<file path="config.mk">
export PLATFORM = sky130hd
export DESIGN_NAME = dmux8way16_buf
export DESIGN_NICKNAME = d
export VERILOG_FILES = /design/src/rtl/dmux8way16_buf.sv
export SDC_FILE = /design/constraint.sdc
export NUM_CORES = 1
export LEC_CHECK = 0
export ABC_AREA = 1
export CORE_UTILIZATION = 30
export DETAILED_ROUTE_END_ITERATION = 8
export PLACE_DENSITY = 0.52
export SYNTH_ARGS = -nofsm -noshare
export SYNTH_HDL_FRONTEND = slang
export SYNTH_SLANG_ARGS = --single-unit
</file>
<file path="constraint.sdc">
create_clock -name CLK -period 6.3 [get_ports CLK]
set_input_delay 0.945 -clock CLK [delete_from_list [all_inputs] [get_ports CLK]]
set_output_delay 0.945 -clock CLK [all_outputs]
set_load 0.02 [all_outputs]
</file>
<file path="src/rtl/dmux8way16_buf.sv">
// Registered 1-to-8 demultiplexer with a one-entry valid/ready buffer per lane.
// Optional macro DMUX_AUTOSEL_EN adds an AUTO input and a round-robin lane pointer.
module dmux8way16_buf #(
  parameter int WIDTH = 16
) (
  input  logic             CLK,
  input  logic             RST_N,
  input  logic [WIDTH-1:0] IN,
  input  logic [2:0]       SEL,
`ifdef DMUX_AUTOSEL_EN
  input  logic             AUTO,
`endif
  input  logic             IN_VALID,
  output logic             IN_READY,
  output logic [WIDTH-1:0] A,
  output logic [WIDTH-1:0] B,
  output logic [WIDTH-1:0] C,
  output logic [WIDTH-1:0] D,
  output logic [WIDTH-1:0] E,
  output logic [WIDTH-1:0] F,
  output logic [WIDTH-1:0] G,
  output logic [WIDTH-1:0] H,
  output logic [7:0]       VALID,
  input  logic [7:0]       READY,
  output logic [3:0]       OCC
);

  logic [WIDTH-1:0] data_q [8];
  logic [WIDTH-1:0] data_d [8];
  logic [7:0]       valid_q, valid_d;
  logic [3:0]       occ_q, occ_d;
  logic [2:0]       esel;
  logic             acc;
  logic             inc;
  logic [7:0]       drn;
  logic [7:0]       load;
  logic [3:0]       dec_cnt;

`ifdef DMUX_AUTOSEL_EN
  logic [2:0] ptr_q, ptr_d;

  always_comb begin
    esel  = AUTO ? ptr_q : SEL;
    ptr_d = (acc && AUTO) ? ptr_q + 3'd1 : ptr_q;
  end

  always_ff @(posedge CLK or negedge RST_N) begin
    if (!RST_N) ptr_q <= 3'd0;
    else        ptr_q <= ptr_d;
  end
`else
  always_comb esel = SEL;
`endif

  // A lane reloaded by an accept in the same cycle as its drain stays valid.
  always_comb begin
    IN_READY = ~valid_q[esel] | READY[esel];
    acc      = IN_VALID & IN_READY;
    drn      = valid_q & READY;
    load     = acc ? (8'b1 << esel) : 8'b0;
    valid_d  = (valid_q & ~drn) | load;
    inc      = acc & ~valid_q[esel];
    dec_cnt  = 4'd0;
    for (int k = 0; k < 8; k++) begin
      dec_cnt   = dec_cnt + {3'b000, drn[k] & ~load[k]};
      data_d[k] = load[k] ? IN : data_q[k];
    end
    occ_d = occ_q + {3'b000, inc} - dec_cnt;
  end

  always_ff @(posedge CLK or negedge RST_N) begin
    if (!RST_N) begin
      valid_q <= 8'h00;
      occ_q   <= 4'd0;
      for (int k = 0; k < 8; k++) data_q[k] <= '0;
    end else begin
      valid_q <= valid_d;
      occ_q   <= occ_d;
      for (int k = 0; k < 8; k++) data_q[k] <= data_d[k];
    end
  end

  assign A     = data_q[0];
  assign B     = data_q[1];
  assign C     = data_q[2];
  assign D     = data_q[3];
  assign E     = data_q[4];
  assign F     = data_q[5];
  assign G     = data_q[6];
  assign H     = data_q[7];
  assign VALID = valid_q;
  assign OCC   = occ_q;

endmodule

</file>
== Word level (Yosys, flattened, before mapping) ==
Index checks and enable logic that the tools add are counted.
Word-level totals
  input port bits: 30
  bits in registers: 140
  logic and storage cells: 50
Cells by class
  add/sub/neg operators: 9
  multiplexer cells: 5
  bitwise logic cells: 24
  order comparisons: 1
  shift operators: 1
Operator list (number)
  4-bit by 1-bit adder with 4-bit output: 5
  8-bit AND: 2
  1-bit AND: 10
  1-bit inverter: 9
  8-bit two-way mux: 1
  8-bit inverter: 1
  8-bit bitwise OR: 1
  1-bit by 3-bit left shift with 8-bit output (first input constant): 1
  1-bit binary-select mux with 3-bit select: 2
  3-bit by 1-bit adder with 4-bit output: 1
  3-bit by 4-bit < comparator with 1-bit output (second input constant): 1
  4-bit subtractor: 1
  2-bit by 1-bit adder with 3-bit output: 1
  1-bit by 1-bit adder with 2-bit output: 1
  1-bit two-way mux: 2
  1-bit bitwise OR: 1

== Logic depth before layout (Yosys ltp) ==
Gate-level depths: netlist of run 1.
  depth in word-level cells: 16
  depth in mapped cells: 25

== Worst setup path before layout of run 1 ==
No wires, ideal clock.
  path type: input to register
  from: input SEL[0]
  to: register occ_q[3] (netlist: OCC[3])
  data arrival time: 4.535 ns
  stages on the path: 21
  setup time: 0.125 ns
  path slack: 1.640 ns
  path through: buf_6 -> o21ai_0 -> nand2_1 -> nand2_1 -> nand2_1 -> nand2_2 -> nand2_4 -> buf_12 -> nand3_4 -> buf_2 -> nand3_1 -> fa_1 -> fa_1 -> fa_1 -> inv_1 -> fa_1 -> inv_1 -> ha_1 -> ha_1 -> xor2_1 -> xnor2_1
Between the ends
  cells in the longest elaborated chain, start to end: 16
  elaborated cells on any way between the ends: 35
  classes of those cells: add/sub: 9; shift: 1; mux: 5; bitwise: 20
Ends and longest elaborated chain
  start, declared: RTL line 9  | input logic [2:0] SEL,
  1-bit binary-select mux with 3-bit select: RTL line 57, 62
  1-bit two-way mux (implied by the code): RTL line 57, 62
  1-bit inverter: RTL line 57, 62
  1-bit bitwise OR: RTL line 57  | IN_READY = ~valid_q[esel] | READY[esel];
  1-bit AND: RTL line 58  | acc = IN_VALID & IN_READY;
  8-bit two-way mux: RTL line 60  | load = acc ? (8'b1 << esel) : 8'b0;
  1-bit inverter: RTL line 65  | dec_cnt = dec_cnt + {3'b000, drn[k] & ~load[k]};
  1-bit AND: RTL line 65
  1-bit by 1-bit adder with 2-bit output: RTL line 65
  2-bit by 1-bit adder with 3-bit output: RTL line 65
  3-bit by 1-bit adder with 4-bit output: RTL line 65
  4-bit by 1-bit adder with 4-bit output (4 in a row): RTL line 65
  4-bit subtractor *: RTL line 68  | occ_d = occ_q + {3'b000, inc} - dec_cnt;
  net occ_d[3]: RTL line 31  | logic [3:0] occ_q, occ_d;
  end signal, assigned: RTL line 74  | occ_q <= 4'd0;
  end signal, assigned: RTL line 78  | occ_q <= occ_d;
  end, declared: RTL line 31
Mark *: on every way through the listed nets, which the timed path passes. The rest lies on a longest branch. The select of a mux whose other input is x is not followed.
A chain may end at the register's enable or synchronous reset.

== Worst setup path after layout of run 1 ==
Ends and elaborated chain as after synthesis.

==> summary.txt, run 1 <==
Outcome
  • Run status: finished, final reports clean

Flow run
  • Max cap viols: 0

Finish
  • Final standard cell utilization of the core: 41.26%
  • # diodes: 0
  • Fraction of layout instances using a drive strength above 1: 7.497%
  • Final net count: 898
  • Relative area change from synthesis to final layout: 33.54%

CTS
  • Number of gates resized after cts: 0
  • Number of clock sinks: 140
  • Cts bufs inserted: 17
  • Clock latency reported for the late side of the worst-skew pair: 0.41 ns
  • Clock buffer depth: 2
  • H-Tree Level Count: 4
  • Clock-pin slew of the registers on the worst-case setup and hold paths: 0.06 ns
  • CTS tree: done
  • Root Buffer Master: sky130_fd_sc_hd__clkbuf_16
  • CTS Hold Buffers Added: 0
  • Setup Buffers After CTS: 0

STA
  • Slew at the pin closest to its max-slew limit: 0.9795 ns
  • Part of the cycle the worst path needs: 83.19%
  • Count of final max-slew check failures: 0
  • Unrepaired setup endpoints after global routing: false
  • Post-route minimum period: 5.241 ns
  • Final worst slack: 1.059 ns
  • Setup-failing EPs final: 0
  • Peak Freq: 190.8 MHz
  • Total negative slack: 0 ns
  • Post-Route Hold Slack: 0.4678 ns
  • Final hold violation count: 0
  • Fin Clk Skew: 0.007231 ns
  • Worst rel slew slack: 34.70%

Die
  • Site row count: 53
  • Core footprint: 21290 um2
  • Die area: 22520 um2
  • Initial core utilization: 30.89%
  • Ports: 171
  • Die boundary height: 150.1 um
  • Chip Width: 150.1 um

Critical path
  • CP max-delay cell: sky130_fd_sc_hd__clkdlybuf4s50_1
  • Register-to-register path setup slack: 2.03 ns
  • R2r endpoint: OCC[3]
  • Critical Path AT: 5.54 ns
  • Cell class contributing the biggest share of worst-path delay: adder cells
  • Worst stage delay on the critical path: 0.75 ns
  • Required time at the worst-slack endpoint: 6.60 ns
  • Highest fanout seen on the critical path: 18
  • Reg2Reg Launch Point: VALID[7]
  • Capture point of the worst path: OCC[3]
  • Worst setup EP type: flop
  • Number of stages on the worst setup path: 23
  • Series of cell instances along the critical path: clkdlybuf4s50_1, inv_2, nand2_2, nor2_1, nor2_1, nand2_1, nand2_1, nand2_2, nand2_4, nand3_4, nand2_1, inv_1, fa_1, inv_1, fa_1, fa_1, inv_1, fa_1, inv_1, ha_1, ha_1, xor2_1, xnor2_1
  • Critical path buffers and inverters: 6
  • Type of the setup path with the least slack: in -> reg
  • Crit path launch type: primary input
  • Depth of the worst register-to-register path: 21
  • Crit path from: SEL[0]

Synth
  • Seq/Total Area, Yosys: 53.27%
  • Largest family of logic cells by synthesized area: simple AND/OR/NAND/NOR gates
  • Synthesized instance count: 717
  • Mean area per synthesized cell: 9.172 um2
  • Simple-gate area share of the yosys netlist: 33.01%
  • Post-Synthesis Net Count: 760
  • Post-synth design cell area: 6576 um2
  • Fraction of synthesized cell area in xor and xnor cells: 0.3995%
  • Distinct cell type count after synthesis: 24
  • Flops & latches, synth: 140
  • Synthesized-area fraction occupied by adder cells: 3.158%
  • Proportion of synthesized area in mux cells: 0%
  • Total number of yosys warnings: 0
  • Share of the synthesized area in compound gates (AO/OA/AOI/OAI): 0.8371%

Place
  • Number of input and output port buffers inserted: 170
  • Final HPWL from detailed placement: 13.96 mm
  • Final RePlAce weighted congestion: 0.8243
  • Post-place setup slack: 0.6250 ns

Route
  • Count of nets left with antenna violations after detail routing: 0
  • Number of violations reported at the end of detailed-routing iteration 0: 364
  • Number of detailed-route iterations in the first pass: 4
  • Per-cell via count in the routed design: 4.804
  • Residual DRC: 0
  • Overall via count from detail_route: 5486
  • Total wire length: 21.94 mm
  • Avg WL per Cell: 19.21 um

Pwr
  • Maximum resistive drop on vdd: 0.0001715 V
  • Power density of the placed cells: 370.2 nW/um2
  • Overall power consumption: 3251 uW
  • Leakage power figure: 0.004259 uW

Global routing
  • Overall Global Routing Usage: 20.03%
  • Vias in the first global route: 5313
  • Pin count of the biggest net entering global routing: 100
  • Global-route wire length before repair: 32.99 mm
  • Global route total overflow: 0
  • Antenna violations before repair: 0

Worst hold path
  • Hold Crit Class: reg -> reg
state kept, by name, indices dropped and copies added, names as in the netlist:
name	cells
G	16
F	16
H	16
OCC	4
C	16
B	16
A	16
VALID	8
E	16
D	16
final cells by class:
cell class / instances / area (um2)
inverters: 32 / 120.1
fillers: 2187 / 12500
clock buffers: 25 / 495.5
multi-input cells: 481 / 2460
flip-flops and latches: 140 / 3503
well taps: 275 / 344.1
repair buffers: 183 / 1798
clock inverters: 6 / 61.31
synth_stat cells:
library cell,instances,area [um2]
sky130_fd_sc_hd__buf_4,1,7.510
sky130_fd_sc_hd__nand2_1,300,1126
sky130_fd_sc_hd__inv_2,4,15.01
sky130_fd_sc_hd__nor2_2,8,50.05
sky130_fd_sc_hd__dfrtp_1,140,3503
sky130_fd_sc_hd__nand2_2,2,12.51
sky130_fd_sc_hd__buf_2,31,155.2
sky130_fd_sc_hd__nand3_1,3,15.01
sky130_fd_sc_hd__buf_6,1,11.26
sky130_fd_sc_hd__nand2_4,1,11.26
sky130_fd_sc_hd__inv_1,28,105.1
sky130_fd_sc_hd__fa_1,6,120.1
sky130_fd_sc_hd__buf_1,1,3.750
sky130_fd_sc_hd__xor2_1,1,8.760
sky130_fd_sc_hd__ha_1,7,87.58
sky130_fd_sc_hd__xnor2_1,2,17.52
sky130_fd_sc_hd__nor2_1,4,15.01
sky130_fd_sc_hd__clkbuf_2,6,30.03
sky130_fd_sc_hd__clkbuf_1,12,45.04
sky130_fd_sc_hd__buf_12,12,240.2
sky130_fd_sc_hd__nand3_4,8,140.1
sky130_fd_sc_hd__o21ai_0,1,5.000
sky130_fd_sc_hd__nand4_1,128,800.8
sky130_fd_sc_hd__o21ai_1,10,50.05
power breakdown:
group / switching, uW / leakage, uW / internal (uW)
sequential: 135 / 0.00177 / 1100
clock: 376 / 0.000273 / 582
combinational: 584 / 0.00222 / 472
worst reg2reg max path: stages (launching register included):
cell and delay [ns]:
sky130_fd_sc_hd__dfrtp_1 0.44, sky130_fd_sc_hd__nand2_1 0.09, sky130_fd_sc_hd__o21ai_1 0.07, sky130_fd_sc_hd__nand2_1 0.07
sky130_fd_sc_hd__nand2_1 0.07, sky130_fd_sc_hd__nand2_1 0.07, sky130_fd_sc_hd__nand2_2 0.08, sky130_fd_sc_hd__nand2_4 0.24
sky130_fd_sc_hd__nand3_4 0.29, sky130_fd_sc_hd__nand2_1 0.13, sky130_fd_sc_hd__inv_1 0.06, sky130_fd_sc_hd__fa_1 0.39
sky130_fd_sc_hd__inv_1 0.09, sky130_fd_sc_hd__fa_1 0.43, sky130_fd_sc_hd__fa_1 0.37, sky130_fd_sc_hd__inv_1 0.08
sky130_fd_sc_hd__fa_1 0.42, sky130_fd_sc_hd__inv_1 0.07, sky130_fd_sc_hd__ha_1 0.23, sky130_fd_sc_hd__ha_1 0.21
sky130_fd_sc_hd__xor2_1 0.15, sky130_fd_sc_hd__xnor2_1 0.12
layout by cell type, fill, tap and decap left out, drive strengths merged:
cell type / count
xor2: 1
fa: 6
dfrtp: 140
xnor2: 2
clkdlybuf4s50: 168
clkinvlp: 1
buf: 15
inv: 32
nand3: 11
bufinv: 1
ha: 7
clkbuf: 25
nand4: 128
nor2: 12
clkinv: 4
o21ai: 11
nand2: 303
kinds of logic (layout without fill, tap and decap cells):
group	count (synthesis)	after routing
buffers and inverters	96	246
AO/OA/AOI/OAI	11	11
adder cells (fa/ha/maj)	13	13
AND/OR/NAND/NOR	454	454
XOR/XNOR	3	3
flip-flops	140	140
metal layers:
| metal | global-route usage, % | wire (um) |
|---|---|---|
| met1 | 27.76 | 10160 |
| met2 | 31.06 | 10340 |
| met3 | 5.061 | 1288 |
| met4 | 5.000 | 162 |
| met5 | 0 | 0 |
how the worst min path moves through the flow:
stage | from | endpoint | cells after the start
floorplan | A[0] | A[0] | 2
global placement | F[5] | F[5] | 2
detailed placement | C[4] | C[4] | 2
CTS | C[4] | C[4] | 2
global route | F[3] | F[3] | 2
finish | E[2] | E[2] | 2
stage by stage:
stage                     cell area, um2  cells
after floorplan                     6576    717
after global placement              8225   1111
after detailed placement            8225   1111
after CTS                           8782   1142
after global routing                8782   1142
final                               8782   1142
No activity file was read; power rests on OpenSTA's default activity.
==> run 2: changes to the inputs <==
- clock period: 6.3 -> 5.18 ns (I/O delays scaled with it)
==> run 2 against run 1 <==
Via count grew 3.3%. Sequential share of layout area is 0.58 points lower. First-iteration DRC count fell by 20%. Highest routed layer unchanged.
==> summary.txt, run 2 (same netlist as run 1, synthesis figures left out) <==
Route
  • Count of nets left with antenna violations after detail routing: 0 (unchanged)
  • Residual DRC: 0 (unchanged)
  • Number of detailed-route iterations in the first pass: 4 (unchanged)
  • Total wire length: 22.34 mm (+1.8%)
  • Number of violations reported at the end of detailed-routing iteration 0: 292 (-20%)
  • Per-cell via count in the routed design: 4.923 (+2.5%)
  • Overall via count from detail_route: 5666 (+3.3%)
  • Avg WL per Cell: 19.41 um (+1.0%)

Critical path
  • CP max-delay cell: sky130_fd_sc_hd__clkdlybuf4s50_1
  • Required time at the worst-slack endpoint: 5.48 ns (-1.12 ns)
  • Register-to-register path setup slack: 1.25 ns (-0.78 ns)
  • Series of cell instances along the critical path: clkdlybuf4s50_1, buf_4, nand2_1, o21ai_1, nand2_1, nand2_1, nand2_1, nand2_2, nand2_4, nand3_4, nand3_1, fa_1, fa_1, fa_1, inv_1, fa_1, inv_1, ha_1, ha_1, xor2_1, xnor2_1
  • Crit path from: SEL[0]
  • Crit path launch type: primary input
  • Worst setup EP type: flop
  • Cell class contributing the biggest share of worst-path delay: adder cells
  • Reg2Reg Launch Point: VALID[6]
  • Highest fanout seen on the critical path: 11 (-7)
  • Depth of the worst register-to-register path: 19 (-9.5%)
  • Critical path buffers and inverters: 4 (-2)
  • Type of the setup path with the least slack: in -> reg
  • Critical Path AT: 4.84 ns (-0.70 ns)
  • R2r endpoint: OCC[3]
  • Worst stage delay on the critical path: 0.52 ns (-0.23 ns)

Place
  • Area of placed instances: 8308 um2 (+1.0%)
  • Cell count after placement: 1122 (+0.99%)
  • Final HPWL from detailed placement: 14.41 mm (+3.2%)
  • Post-place setup slack: 0.1844 ns (-0.4406 ns)
  • Number of input and output port buffers inserted: 170 (unchanged)
  • Final RePlAce weighted congestion: 0.8289 (+0.56%)

STA
  • Fin Clk Skew: 0.009551 ns (+0.002319 ns)
  • Slew at the pin closest to its max-slew limit: 0.9355 ns (-0.04401 ns)
  • Total negative slack: 0 ns (unchanged)
  • Final worst slack: 0.6422 ns (-0.4170 ns)
  • Count of final max-slew check failures: 0 (unchanged)
  • Post-route minimum period: 4.538 ns
  • Unrepaired setup endpoints after global routing: false
  • Peak Freq: 220.4 MHz
  • Setup-failing EPs final: 0 (unchanged)
  • Final hold violation count: 0 (unchanged)
  • Worst rel slew slack: 37.63% (+2.9 points)
  • Part of the cycle the worst path needs: 87.60%

Finish
  • Cell area after layout: 8911 um2 (+1.5%)
  • Final standard cell utilization of the core: 41.86% (+0.61 points)
  • Commonest cells after routing, fill and taps aside: 300 x sky130_fd_sc_hd__nand2_1, 168 x sky130_fd_sc_hd__clkdlybuf4s50_1, 140 x sky130_fd_sc_hd__dfrtp_1, 128 x sky130_fd_sc_hd__nand4_1, 28 x sky130_fd_sc_hd__inv_1
  • Most common cell after layout, fill and taps aside: sky130_fd_sc_hd__nand2_1
  • # diodes: 0 (unchanged)
  • Filler-free cell count of the finished design: 1151 (+0.79%)
  • Fraction of layout instances using a drive strength above 1: 8.676% (+1.2 points)
  • Filler Cell Count: 2108 (-3.6%)
  • Final net count: 909 (+1.2%)
  • Relative area change from synthesis to final layout: 35.50%

CTS
  • CTS tree: done
  • Number of gates resized after cts: 0 (unchanged)
  • Setup Buffers After CTS: 0 (unchanged)
  • Clock latency reported for the late side of the worst-skew pair: 0.42 ns (about the same)
  • CTS Hold Buffers Added: 0 (unchanged)
  • Cts bufs inserted: 17 (unchanged)
  • Root Buffer Master: sky130_fd_sc_hd__clkbuf_16
  • Clock-pin slew of the registers on the worst-case setup and hold paths: 0.06 ns (about the same)
  • Clock buffer depth: 2 (unchanged)
  • Number of clock sinks: 140 (unchanged)
  • H-Tree Level Count: 4 (unchanged)

Global routing
  • Global route total overflow: 0 (unchanged)
  • Vias in the first global route: 5443 (+2.4%)
  • Overall Global Routing Usage: 20.55% (+0.52 points)
  • Global-route wire length before repair: 33.72 mm (+2.2%)
  • Antenna violations before repair: 0 (unchanged)
  • Pin count of the biggest net entering global routing: 85 (-15%)

Worst hold path
  • Hold Crit Class: in -> async

Die
  • Initial core utilization: 30.89% (unchanged)
  • Die area: 22520 um2 (unchanged)
  • Chip Width: 150.1 um (unchanged)
  • Die boundary height: 150.1 um (unchanged)
  • Ports: 171 (unchanged)
  • Core footprint: 21290 um2 (unchanged)
  • Site row count: 53 (unchanged)

Flow run
  • Max cap viols: 0 (unchanged)

Pwr
  • Leakage power figure: 0.004329 uW (+1.6%)
  • Power density of the placed cells: 456.0 nW/um2 (+23%)
  • Maximum resistive drop on vdd: 0.0002236 V (+30%)

Outcome
  • Run status: finished, final reports clean
## run 2: changes by cell type in the layout (fill, tap and decap cells not counted), sizes merged
cell	previous run	this run
buf	15	26
clkbuf	25	21
bufinv	1	4
clkinv	4	3
## run 2: worst max-delay path by stage
stage	end	slack (ns)	depth (start not counted)
after global placement	OCC[3]	0.23	20
after global routing	OCC[3]	0.38	21
after detailed placement	OCC[3]	0.18	21
after floorplan	OCC[3]	0.69	21
final	OCC[3]	0.64	21
after CTS	OCC[3]	0.63	21
## run 2: layout make-up
cell class                      count  area (um2)  share of cell area (%)
Clock buffer                       21       460.4                   5.167
Clock inverter                      8       142.6                   1.601
Inverter                           32       120.1                   1.348
Multi-Input combinational cell    481        2460                   27.60
Sequential cell                   140        3503                   39.31
Tap cell                          275       344.1                   3.861
Timing Repair Buffer              194        1881                   21.10
## run 2: power breakdown
part	switching, uW	total [uW]	internal, uW
Combinational	709	1280	575
Sequential	163	1500	1340
Clock	454	1280	821
## run 2: through the flow
step,total power (uW),hold slack (ns)
2_1_floorplan,2148,0.4814
3_3_place_gp,2813,0.4525
3_5_place_dp,2822,0.4571
4_1_cts,4111,0.2742
5_1_grt,4284,0.2786
6_report,4063,0.2657
## run 2: per-layer routing
| metal | GRT usage (%) | wire length (um) | up-vias |
|---|---|---|---|
| met5 | 0 | 0 | - |
| met3 | 5.274 | 1302 | 22 |
| li1 | - | - | 2678 |
| met1 | 28.84 | 10460 | 2790 |
| met2 | 31.46 | 10290 | 176 |
| met4 | 4.949 | 295 | 0 |
==> run 3: changes to the inputs <==
- REMOVE_ABC_BUFFERS: unset -> 1
==> run 3 against run 2 <==
Cell count rose by 0.17%. Sequential cell count did not move. Worst setup slack got worse by 0.13 ns. Count of clock-buffer cells in the layout rose by 2. Total power fell by 3.6%. Via count barely moved. Critical path depth did not move. First-iteration DRC count rose by 26%. Highest routed layer unchanged.
==> summary.txt, run 3 (same netlist as run 1, synthesis figures left out) <==
CTS
  • Setup Buffers After CTS: 0 (unchanged)
  • CTS tree: done
  • Clock buffer depth: 2 (unchanged)
  • Number of gates resized after cts: 0 (unchanged)
  • Clock latency reported for the late side of the worst-skew pair: 0.42 ns (about the same)
  • Root Buffer Master: sky130_fd_sc_hd__clkbuf_16
  • Number of clock sinks: 140 (unchanged)
  • H-Tree Level Count: 4 (unchanged)
  • Clock-pin slew of the registers on the worst-case setup and hold paths: 0.05 ns (about the same)
  • Cts bufs inserted: 17 (unchanged)
  • CTS Hold Buffers Added: 0 (unchanged)

Global routing
  • Global route total overflow: 0 (unchanged)
  • Overall Global Routing Usage: 20.27% (-0.28 points)
  • Vias in the first global route: 5488 (+0.83%)
  • Pin count of the biggest net entering global routing: 101 (+19%)
  • Antenna violations before repair: 0 (unchanged)
  • Global-route wire length before repair: 33.66 mm (-0.18%)

STA
  • Slew at the pin closest to its max-slew limit: 0.9766 ns (+0.04110 ns)
  • Final hold violation count: 0 (unchanged)
  • Setup-failing EPs final: 0 (unchanged)
  • Post-route minimum period: 4.672 ns (+0.1343 ns)
  • Count of final max-slew check failures: 0 (unchanged)
  • Fin Clk Skew: 0.007755 ns (-0.001796 ns)
  • Worst rel slew slack: 34.89% (-2.7 points)
  • Final worst slack: 0.5080 ns (-0.1343 ns)
  • Peak Freq: 214.0 MHz (-2.9%)
  • Total negative slack: 0 ns (unchanged)
  • Part of the cycle the worst path needs: 90.19% (+2.6 points)
  • Unrepaired setup endpoints after global routing: false

Critical path
  • Critical Path AT: 4.97 ns (+0.13 ns)
  • Worst stage delay on the critical path: 0.57 ns (+0.05 ns)
  • Cell class contributing the biggest share of worst-path delay: adder cells
  • Critical path buffers and inverters: 4 (unchanged)
  • Type of the setup path with the least slack: in -> reg
  • CP max-delay cell: sky130_fd_sc_hd__clkdlybuf4s50_1
  • Series of cell instances along the critical path: clkdlybuf4s50_1, buf_4, nand2_1, o21ai_1, nand2_1, nand2_1, nand2_1, nand2_2, nand2_4, nand3_4, nand3_1, fa_1, fa_1, fa_1, inv_1, fa_1, inv_1, ha_1, ha_1, xor2_1, xnor2_1
  • Required time at the worst-slack endpoint: 5.48 ns (about the same)
  • Worst setup EP type: flop
  • Highest fanout seen on the critical path: 20 (+9)
  • Crit path launch type: primary input

Place
  • Final RePlAce weighted congestion: 0.8794 (+6.1%)
  • Final HPWL from detailed placement: 14.00 mm (-2.9%)
  • Number of input and output port buffers inserted: 170 (unchanged)
  • Area of placed instances: 8315 um2 (about the same)
  • Post-place setup slack: 0.07339 ns (-0.1110 ns)

Pwr
  • Power density of the placed cells: 443.0 nW/um2 (-2.8%)
  • Maximum resistive drop on vdd: 0.0002205 V (-1.4%)
  • NetSw: 1335 uW (+0.69%)
  • Leakage power figure: 0.004291 uW (-0.87%)
  • Sequential fraction of design power: 38.6% (+1.6 points)
  • Internal Pwr Total: 2582 uW (-5.7%)
  • Clock network power share: 28.7% (-2.7 points)
  • Fraction of power spent switching nets: 34.09% (+1.4 points)
  • Combinational group share of total power: 32.7% (+1.1 points)

Route
  • Per-cell via count in the routed design: 4.916 (-0.14%)
  • Number of detailed-route iterations in the first pass: 5 (+1)
  • Avg WL per Cell: 18.93 um (-2.5%)
  • Number of violations reported at the end of detailed-routing iteration 0: 367 (+26%)
  • Overall via count from detail_route: 5668 (+0.035%)
  • Count of nets left with antenna violations after detail routing: 0 (unchanged)
  • Residual DRC: 0 (unchanged)
  • Total wire length: 21.83 mm (-2.3%)

Finish
  • # diodes: 0 (unchanged)
  • Commonest cells after routing, fill and taps aside: 300 x sky130_fd_sc_hd__nand2_1, 168 x sky130_fd_sc_hd__clkdlybuf4s50_1, 140 x sky130_fd_sc_hd__dfrtp_1, 128 x sky130_fd_sc_hd__nand4_1, 28 x sky130_fd_sc_hd__inv_1
  • Filler Cell Count: 2106 (-0.095%)
  • Fraction of layout instances using a drive strength above 1: 8.542% (-0.13 points)
  • Final net count: 910 (+0.11%)
  • Most common cell after layout, fill and taps aside: sky130_fd_sc_hd__nand2_1
  • Cell area after layout: 8842 um2 (-0.77%)
  • Relative area change from synthesis to final layout: 34.46%
  • Area of the multi-input gates: 2460 um2 (unchanged)
  • Register Area: 3503 um2 (unchanged)

Die
  • Core footprint: 21290 um2 (unchanged)
  • Die boundary height: 150.1 um (unchanged)
  • Site row count: 53 (unchanged)
  • Ports: 171 (unchanged)
  • Initial core utilization: 30.89% (unchanged)
  • Chip Width: 150.1 um (unchanged)
  • Die area: 22520 um2 (unchanged)

Worst hold path
  • Hold Crit Class: in -> async

Outcome
  • Run status: finished, final reports clean

Flow run
  • Max cap viols: 0 (unchanged)
## run 3: area by class of cell
class / count / share of cell area, %
clock buffer: 23 / 5.179
clock inverter: 7 / 0.7783
inverter: 32 / 1.358
multi-input combinational: 481 / 27.82
sequential: 140 / 39.62
tap: 275 / 3.891
timing repair buffer: 195 / 21.35
## run 3: worst register-to-register path: cells and delay by family, from the launching register on
family                   cells  cell delay, ns
AND/OR/NAND/NOR              8            0.82
adder cells (fa/ha/maj)      6            2.14
AO/OA/AOI/OAI                1            0.07
XOR/XNOR                     2            0.27
buffers and inverters        2            0.15
flip-flops                   1            0.46
## run 3: per-layer routing
layer	share of wire, %	wire length (um)	vias to the layer above	track usage [%]
met1	47	10290	2760	28.54
met2	44	9583	204	29.93
met3	7.7	1682	19	6.159
met4	1.3	273	0	5.455
li1	-	-	2685	-
met5	0	0	-	0
## run 3: power groups by stage
stage,registers [uW],logic (uW),clock network [uW]
floorplan,1790,294,0
global placement,1530,1280,0
detailed placement,1530,1290,0
CTS,1520,1300,1150
global route,1540,1390,1200
finish,1510,1280,1120
## run 3: final timing paths
check | from | to | slack, ns | depth (start not counted)
worst max register to register | VALID[5] | OCC[3] | 1.16 | 19
max in group asynchronous | RST_N | H[10] | 3.59 | 2
worst min-delay path | RST_N | E[3] | 0.44 | 1
min in group CLK | A[9] | A[9] | 0.47 | 2
worst max-delay path | SEL[0] | OCC[3] | 0.51 | 21
worst min register to register | A[9] | A[9] | 0.47 | 2
## run 3: per-stage QoR
step | utilization (%) | cells | hold WS, ns | total power (uW)
2_1_floorplan | - | 653 | 0.4814 | 2084
3_3_place_gp | 39.06 | 1123 | 0.4532 | 2813
3_5_place_dp | 39.06 | 1123 | 0.4571 | 2819
4_1_cts | 41.54 | 1153 | 0.4725 | 3968
5_1_grt | 41.54 | 1153 | 0.4864 | 4135
6_report | 41.54 | 1153 | 0.4428 | 3917
